**src/rtl/adder_arb_pkg.sv**
```systemverilog
// adder_arb_pkg: shared state encodings and counter width for adder_rr_arbiter
package adder_arb_pkg;
   typedef enum logic [1:0] {
      ST_IDLE = 2'd0,
      ST_EXEC = 2'd1,
      ST_RESP = 2'd2
   } state_t;
   localparam int OPS_W = 16;
endpackage

```
**src/rtl/adder.sv**
```systemverilog
// adder: shared datapath, modular WIDTH-bit sum with no carry-out
module adder #(
   parameter int WIDTH = 8
) (
   input  logic [WIDTH-1:0] a,
   input  logic [WIDTH-1:0] b,
   output logic [WIDTH-1:0] sum
);
   assign sum = a + b;
endmodule

```
**src/rtl/adder_rr_arbiter.sv**
```systemverilog
// adder_rr_arbiter: round-robin sharing of one adder between NREQ requesters
module adder_rr_arbiter
   import adder_arb_pkg::*;
#(
   parameter int NREQ  = 4,
   parameter int WIDTH = 8,
   localparam int IDW  = $clog2(NREQ)
) (
   input  logic                  clk,
   input  logic                  rst_n,
   input  logic [NREQ-1:0]       req_valid,
   input  logic [NREQ*WIDTH-1:0] req_a,
   input  logic [NREQ*WIDTH-1:0] req_b,
   output logic [NREQ-1:0]       req_ready,
   output logic                  resp_valid,
   input  logic                  resp_ready,
   output logic [WIDTH-1:0]      resp_sum,
   output logic [IDW-1:0]        resp_id,
   output logic                  busy,
   output logic [OPS_W-1:0]      ops_count
);
   if (NREQ < 2 || NREQ > 16) begin : g_bad_nreq
      $error("adder_rr_arbiter: NREQ must be within 2..16");
   end

   state_t           state, state_nxt;
   logic [IDW-1:0]   last_grant, grant, id_reg;
   logic             found;
   logic [WIDTH-1:0] a_reg, b_reg, sum;

   function automatic logic [IDW-1:0] rr_idx(input logic [IDW-1:0] last, input int k);
      return IDW'((int'(last) + k) % NREQ);
   endfunction

   // search starts just past the previous winner so each requester gets its turn
   always_comb begin
      found = 1'b0;
      grant = '0;
      for (int k = 1; k <= NREQ; k++) begin
         if (!found && req_valid[rr_idx(last_grant, k)]) begin
            found = 1'b1;
            grant = rr_idx(last_grant, k);
         end
      end
   end

   always_comb begin
      state_nxt = state;
      if (state == ST_IDLE && found) state_nxt = ST_EXEC;
      if (state == ST_EXEC) state_nxt = ST_RESP;
      if (state == ST_RESP && resp_ready) state_nxt = ST_IDLE;
   end

   assign req_ready = (state == ST_IDLE && found) ? NREQ'(1) << grant : '0;
   assign busy      = state != ST_IDLE;

   adder #(.WIDTH(WIDTH)) u_adder (.a(a_reg), .b(b_reg), .sum(sum));

   always_ff @(posedge clk or negedge rst_n) begin
      if (!rst_n) begin
         state      <= ST_IDLE;
         last_grant <= IDW'(NREQ - 1);
         id_reg     <= '0;
         a_reg      <= '0;
         b_reg      <= '0;
         resp_valid <= 1'b0;
         resp_sum   <= '0;
         resp_id    <= '0;
         ops_count  <= '0;
      end else begin
         state <= state_nxt;
         if (state == ST_IDLE && found) begin
            a_reg      <= req_a[grant*WIDTH +: WIDTH];
            b_reg      <= req_b[grant*WIDTH +: WIDTH];
            id_reg     <= grant;
            last_grant <= grant;
         end
         if (state == ST_EXEC) begin
            resp_sum   <= sum;
            resp_id    <= id_reg;
            resp_valid <= 1'b1;
         end
         if (state == ST_RESP && resp_ready) begin
            resp_valid <= 1'b0;
            ops_count  <= ops_count + 1'b1;
         end
      end
   end
endmodule

```
**config.mk**
```make
export PLATFORM = sky130hd
export DESIGN_NAME = adder_rr_arbiter
export DESIGN_NICKNAME = d
export VERILOG_FILES = /design/src/rtl/adder_arb_pkg.sv /design/src/rtl/adder.sv /design/src/rtl/adder_rr_arbiter.sv
export SDC_FILE = /design/constraint.sdc
export NUM_CORES = 1
export LEC_CHECK = 0
export CAP_MARGIN = 20
export CORE_MARGIN = 4
export CORE_UTILIZATION = 30
export DETAILED_ROUTE_END_ITERATION = 12
export SETUP_SLACK_MARGIN = 0.2
export SYNTH_ARGS = -nofsm -noshare
export SYNTH_HDL_FRONTEND = slang
export SYNTH_HIERARCHICAL = 1
export SYNTH_SLANG_ARGS = --single-unit
```
**constraint.sdc**
```tcl
create_clock -name clk -period 1.71 [get_ports clk]
set_input_delay 0.171 -clock clk [delete_from_list [all_inputs] [get_ports clk]]
set_output_delay 0.171 -clock clk [all_outputs]
set_load 0.02 [all_outputs]
```
==> results.cfg, run 1 <==
[status]
outcome = complete, but fails checks
failed_checks = setup timing

[clocking]
path_clk_slew_ns = 0.09
clk_latency_ns = 0.30
cts.sinks = 49
tritoncts = built
numCtsBuffers = 5
clock-root-buffer = clkbuf_8
max-clock-path-buffers = 2
htreeDepth = 2

[floorplan]
core_sq_um = 8850
initial_core_util_pct = 31.4
die_x_microns = 104
num_io_pins = 103
fp.dieH_microns = 104
rows = 34
dieArea_sq_um = 10900

[power]
power.internal_mw = 4.83
swShare_pct = 38.3
power.share.combinational_pct = 64.0
p_leak_nw = 2.19
power_density_nw_per_um2 = 1660
seq_power_share_pct = 24.9
switchingPower_mw = 3.00
clkPwrFrac_pct = 11.0
peakVddDrop_v = 0.000582

[critical_path]
crit_type = flip-flop to output port
cp-start-kind = flip-flop
worstPathRequired_ns = 1.54
crit_path_end_kind = output port
cp_top_family = flip-flops
crit_fanout = 6
cp.arrival_ns = 1.74
path_cells = mux2i_2 -> o221ai_4 -> buf_12 -> nor2_4 -> buf_6
critPathBufInv = 2
slowest_stage = dfstp_2
slowest_delay_ns = 0.58

[cells_and_area]
top_register = ops_count
layout_common_cells = clkdlybuf4s50_1, dfrtp_1, nand2_1, buf_4, mux2i_1
final_layout_size_suffix_gt1_share_pct = 28.6
layout_commonest_cell = clkdlybuf4s50_1
antenna_cells = 0
area_growth_syn_to_layout_pct = 70.0
finalNonFillerCells = 506
nets = 477
fill_cells = 807
largest_reg_flops = 16

[logic_synthesis]
yosys.area.top_type = dfrtp_1
seq_area_frac_synth_pct = 44.3
synthAdderAreaFrac_pct = 4.33
async_flop_share_pct = 100
synth_top_family_by_area = multiplexers
synth.mux.area_fraction_pct = 16.0
avgSynthCellArea_sq_um = 10.8
synth_xor_area_share_pct = 6.00
synth_edf_count = 0
synth_top_area_share_pct = 42.4
syn_area_sq_um = 2780
syn-num-nets = 336
synth_cell_types = 43
synth_compound_area_share_pct = 12.4
yosys_warnings = 6
synthSimpleGateAreaFrac_pct = 12.8
synthTopCellsByArea = dfrtp_1, mux2i_1, o221ai_1
synth_cells = 256
ys_ff_latch = 49
ys.flop_type = dfrtp_1

[global_route]
overflow = 0
groute.usage.overall_pct = 14.0
grt_pass1_wl_mm = 12.5
grt_pass1_vias = 2672
grt_antenna_before_repair = 0
grt_start_max_net_pins = 26

[routing]
ant_nets = 0
first_pass_iters = 4
via_count = 2477
wirelength_mm = 7.89
drt_iter0_markers = 57
avgRoutedWirePerCell_microns = 15.6
post-route-drc-count = 0
via_per_inst = 4.90

[timing]
max_slew_margin_pct = 71.5
setup_viol = 24
grt_setup_unrepaired = yes
post-route-min-period_ns = 1.91
timing.fmax_mhz = 522
fin_crit_sh_pct = 112
setup_ws_ns = -0.204
maxSlewViolCount = 0
hold_viol_final = 0
skew_ns = 0.00976
tightest_slew_ns = 0.425

[run]
drv_cap = 0

[place]
gp_congestion = 0.798
dp_hpwl_mm = 5.88
port_buffers = 102
dp_cells = 486
preCtsSetupSlack_ns = -0.519

[hold_path]
hp-class = primary input to async pin
-- layer usage --
metal / track usage, % / up-vias / part of all wire [%]
li1: - / 1212 / -
met1: 16.0 / 1169 / 41
met2: 25.3 / 86 / 50
met3: 4.78 / 10 / 7.5
met4: 3.13 / 0 / 1.4
met5: 0 / - / 0
-- cell families (layout without fill, tap and decap cells) --
kind of cell               count (synthesis)  in the layout
and+or+nand+nor                           74             74
DFF                                       49             49
AOI/OAI and AO/OA                         45             45
muxes                                     43             43
xor gates and xnor gates                  19             19
buffers and inverters                     17            159
adders and majority gates                  9              9
-- cells in the mapped netlist, types with 2 or more instances --
cell      instances
inv_1             7
nand2b_1          5
clkbuf_1          3
a21o_1            5
nand3_1           2
dfstp_2           2
and3_1            6
ha_1              8
nor2_1           12
mux2_2           10
nor2b_1           3
buf_12            2
xor2_1            5
nand4_1           5
o221ai_1         16
a21oi_1           9
mux2i_1          33
nand2_1          35
xnor2_1          14
buf_2             2
o21ai_0           2
o211ai_1          3
dfrtp_1          47
-- cell type report --
cell class              instances  area [sq um]  share of cell area, %
multi-input cells             190          1720                   36.5
clock inverters                 1          30.0                  0.636
clock buffers                   7          86.3                   1.83
well taps                     108           135                   2.86
inverters                       7          26.3                  0.557
repair buffers                144          1490                   31.6
flip-flops and latches         49          1230                   26.0
-- worst reg2reg max path: cells and delay by family (launching register included) --
kind | cells | cell delay [ns]
AO/OA/AOI/OAI | 3 | 0.44
buffers and inverters | 2 | 0.35
flip-flops | 1 | 0.58
multiplexers | 1 | 0.23
AND/OR/NAND/NOR | 1 | 0.14
-- through the flow --
step | setup TNS (ns) | util (%) | cell area (sq um) | hold WS, ns | power, mW
4_1_cts | -3.77 | 50.4 | 4460 | 0.248 | 7.36
6_report | -3.20 | 53.3 | 4720 | 0.250 | 7.83
3_5_place_dp | -8.40 | 47.1 | 4170 | 0.0482 | 5.98
3_3_place_gp | -7.11 | 47.1 | 4170 | 0.0468 | 5.93
2_1_floorplan | 0 | - | 2830 | -0.125 | 4.42
5_1_grt | -5.33 | 53.3 | 4720 | 0.259 | 8.39
-- power groups by stage --
stage / logic, mW / clock network [mW] / registers, mW
4_1_cts: 4.51 / 0.895 / 1.95
6_report: 5.01 / 0.863 / 1.95
3_5_place_dp: 4.02 / 0 / 1.97
3_3_place_gp: 3.98 / 0 / 1.95
5_1_grt: 5.45 / 0.928 / 2.01
2_1_floorplan: 2.27 / 0 / 2.15
-- repair_timing --
| item | CTS | global route |
|---|---|---|
| endpoints found under the setup margin | 43 | 43 |
| pin swaps | 20 | 23 |
| gates resized for setup | 64 | 41 |
| setup buffers | 1 | 7 |
| cloned | 2 | 1 |
| hold buffers | 1 | 0 |
| endpoints found under the hold margin | 32 | 0 |
-- worst paths after layout --
| kind | startpoint | end | slack [ns] | cells past startpoint |
|---|---|---|---|---|
| max in group asynchronous | rst_n | last_grant[0] | 0.90 | 3 |
| setup reg to reg | last_grant[1] | b_reg[5] | -0.16 | 7 |
| min in group clk | ops_count[15] | ops_count[15] | 0.47 | 1 |
| hold reg to reg | ops_count[15] | ops_count[15] | 0.47 | 1 |
| hold / removal | rst_n | ops_count[15] | 0.25 | 2 |
| setup / recovery | last_grant[1] | req_ready[2] | -0.20 | 5 |
Power figures use the tool's default switching activity.
==> run 2: changes to the inputs <==
--- a/config.mk
+++ b/config.mk
@@ -6,7 +6,6 @@
 export NUM_CORES = 1
 export LEC_CHECK = 0
 export CAP_MARGIN = 20
-export CORE_MARGIN = 4
 export CORE_UTILIZATION = 30
 export DETAILED_ROUTE_END_ITERATION = 12
 export SETUP_SLACK_MARGIN = 0.2
==> run 2 against run 1 <==
Effect of this change: the flow finishes with violations (DRC, setup timing); combinational power fell by 1%; sequential share of layout area rose by 0.22 points; clock power fell by 0.9%; count of clock-buffer cells in the layout did not move; utilization fell by 0.44 points; critical path depth did not move; worst hold slack improved by 0.14 ns; first-iteration DRC count fell by 11%; sequential cell count did not move; clock skew fell by 0.0031 ns; via count rose by 0.40%.
==> results.cfg, run 2 (synthesized netlist as in run 1, its figures left out) <==
[routing]
via_per_inst = 4.95
first_pass_iters = 11
post-route-drc-count = 2
wirelength_mm = 7.64
drt_iter0_markers = 51
via_count = 2487
ant_nets = 0
avgRoutedWirePerCell_microns = 15.2

[cells_and_area]
nets = 473
antenna_cells = 0
area_growth_syn_to_layout_pct = 68.6
layout_common_cells = clkdlybuf4s50_1, dfrtp_1, nand2_1, buf_4, mux2i_1
final_layout_size_suffix_gt1_share_pct = 28.7
final_core_util_pct = 52.9
finalInstanceArea_sq_um = 4680
largest_reg_flops = 16
layout_commonest_cell = clkdlybuf4s50_1
top_register = ops_count

[timing]
setup_ws_ns = -0.148
setup_viol = 23
hold_viol_final = 0
post-route-min-period_ns = 1.86
timing.fmax_mhz = 538
whs_ns = 0.388
max_slew_margin_pct = 63.3
skew_ns = 0.00670
fin_crit_sh_pct = 109
grt_setup_unrepaired = yes
tightest_slew_ns = 0.551
maxSlewViolCount = 0

[place]
placed_area_sq_um = 4130
gp_congestion = 0.809
preCtsSetupSlack_ns = -0.500
dp_hpwl_mm = 5.44
port_buffers = 102

[global_route]
grt_pass1_vias = 2562
grt_pass1_wl_mm = 12.2
groute.usage.overall_pct = 16.0
grt_antenna_before_repair = 0
overflow = 0
grt_start_max_net_pins = 29

[clocking]
path_clk_slew_ns = 0.08
clock-root-buffer = clkbuf_8
numCtsBuffers = 5
tritoncts = built
cts.sinks = 49
clk_latency_ns = 0.30
htreeDepth = 2
max-clock-path-buffers = 2

[critical_path]
crit_fanout = 6
reg2reg_depth = 7
path_cells = mux2i_2 -> o221ai_4 -> buf_12 -> nor2_4 -> buf_6
timing.rr.end = b_reg[5]
crit_path_end_kind = output port
cp.arrival_ns = 1.69
crit_type = flip-flop to output port
slowest_stage = dfstp_2
r2r_setup_slack_ns = -0.14
worstPathRequired_ns = 1.54
cp-start-kind = flip-flop
slowest_delay_ns = 0.58
rr_startpoint = last_grant[1]

[status]
outcome = complete, but fails checks
failed_checks = DRC, setup timing

[power]
peakVddDrop_v = 0.000585
power_density_nw_per_um2 = 1670
p_leak_nw = 2.15

[floorplan]
fp.dieH_microns = 98.2
num_io_pins = 103
die_x_microns = 98.2
initial_core_util_pct = 31.4
dieArea_sq_um = 9640
core_sq_um = 8850
rows = 34

[hold_path]
hp-class = primary input to async pin

[run]
drv_cap = 0
run 2: how the worst max path moves through the flow:
stage / from / cells after the start / slack (ns) / end
4_1_cts: last_grant[1] / 5 / -0.17 / req_ready[2]
3_5_place_dp: req_valid[3] / 6 / -0.50 / req_ready[1]
5_1_grt: last_grant[1] / 5 / -0.26 / req_ready[2]
2_1_floorplan: b_reg[0] / 7 / 0.04 / resp_sum[6]
3_3_place_gp: req_valid[3] / 6 / -0.46 / req_ready[3]
6_report: last_grant[1] / 5 / -0.15 / req_ready[2]
run 2: per-stage QoR:
step / power [mW] / cells / setup TNS, ns
3_5_place_dp: 5.96 / 481 / -8.08
3_3_place_gp: 5.90 / 481 / -7.15
4_1_cts: 7.36 / 497 / -2.82
6_report: 7.81 / 502 / -2.40
2_1_floorplan: 4.42 / 256 / 0
5_1_grt: 8.34 / 502 / -4.75
run 2: power by group:
group	total, mW	internal (mW)	switching [mW]
combinational	4.96	2.71	2.25
sequential	1.99	1.64	0.358
clock	0.855	0.477	0.378
total	7.81	4.83	2.99
run 2: critical path: cells and delay by family, from the launching register on:
| family | cells | cell delay [ns] |
|---|---|---|
| DFF | 1 | 0.58 |
| muxes | 1 | 0.27 |
| AOI/OAI and AO/OA | 1 | 0.16 |
| buffers and inverters | 2 | 0.30 |
| and+or+nand+nor | 1 | 0.08 |
run 2: what timing repair did:
action | 4_1_cts | 5_1_grt
gates cloned | 1 | 2
hold buffers | 1 | 0
resized for setup | 60 | 42
setup buffers | 6 | 3
setup endpoints to repair | 42 | 45
pin swaps | 17 | 16
hold endpoints to repair | 19 | 0
run 2: layout make-up:
type | instances | area, sq um
multi-input cells | 190 | 1730
well taps | 108 | 135
repair buffers | 140 | 1440
flip-flops and latches | 49 | 1230
fillers | 816 | 4170
inverters | 7 | 26.3
clock inverters | 1 | 30.0
clock buffers | 7 | 86.3
run 2: metal layers:
layer,GRT usage [%],vias up,wire (microns)
met5,0,-,0
met1,19.5,1174,3260
met2,27.8,96,3730
met3,4.08,16,487
li1,-,1201,-
met4,4.71,0,158
==> run 3: changes to the inputs <==
--- a/config.mk
+++ b/config.mk
@@ -5,6 +5,7 @@
 export SDC_FILE = /design/constraint.sdc
 export NUM_CORES = 1
 export LEC_CHECK = 0
+export ABC_CLOCK_PERIOD_IN_PS = 1710
 export CAP_MARGIN = 20
 export CORE_UTILIZATION = 30
 export DETAILED_ROUTE_END_ITERATION = 12
==> results of run 3 <==
Final layout, timing and power as in run 2 (identical DEF).
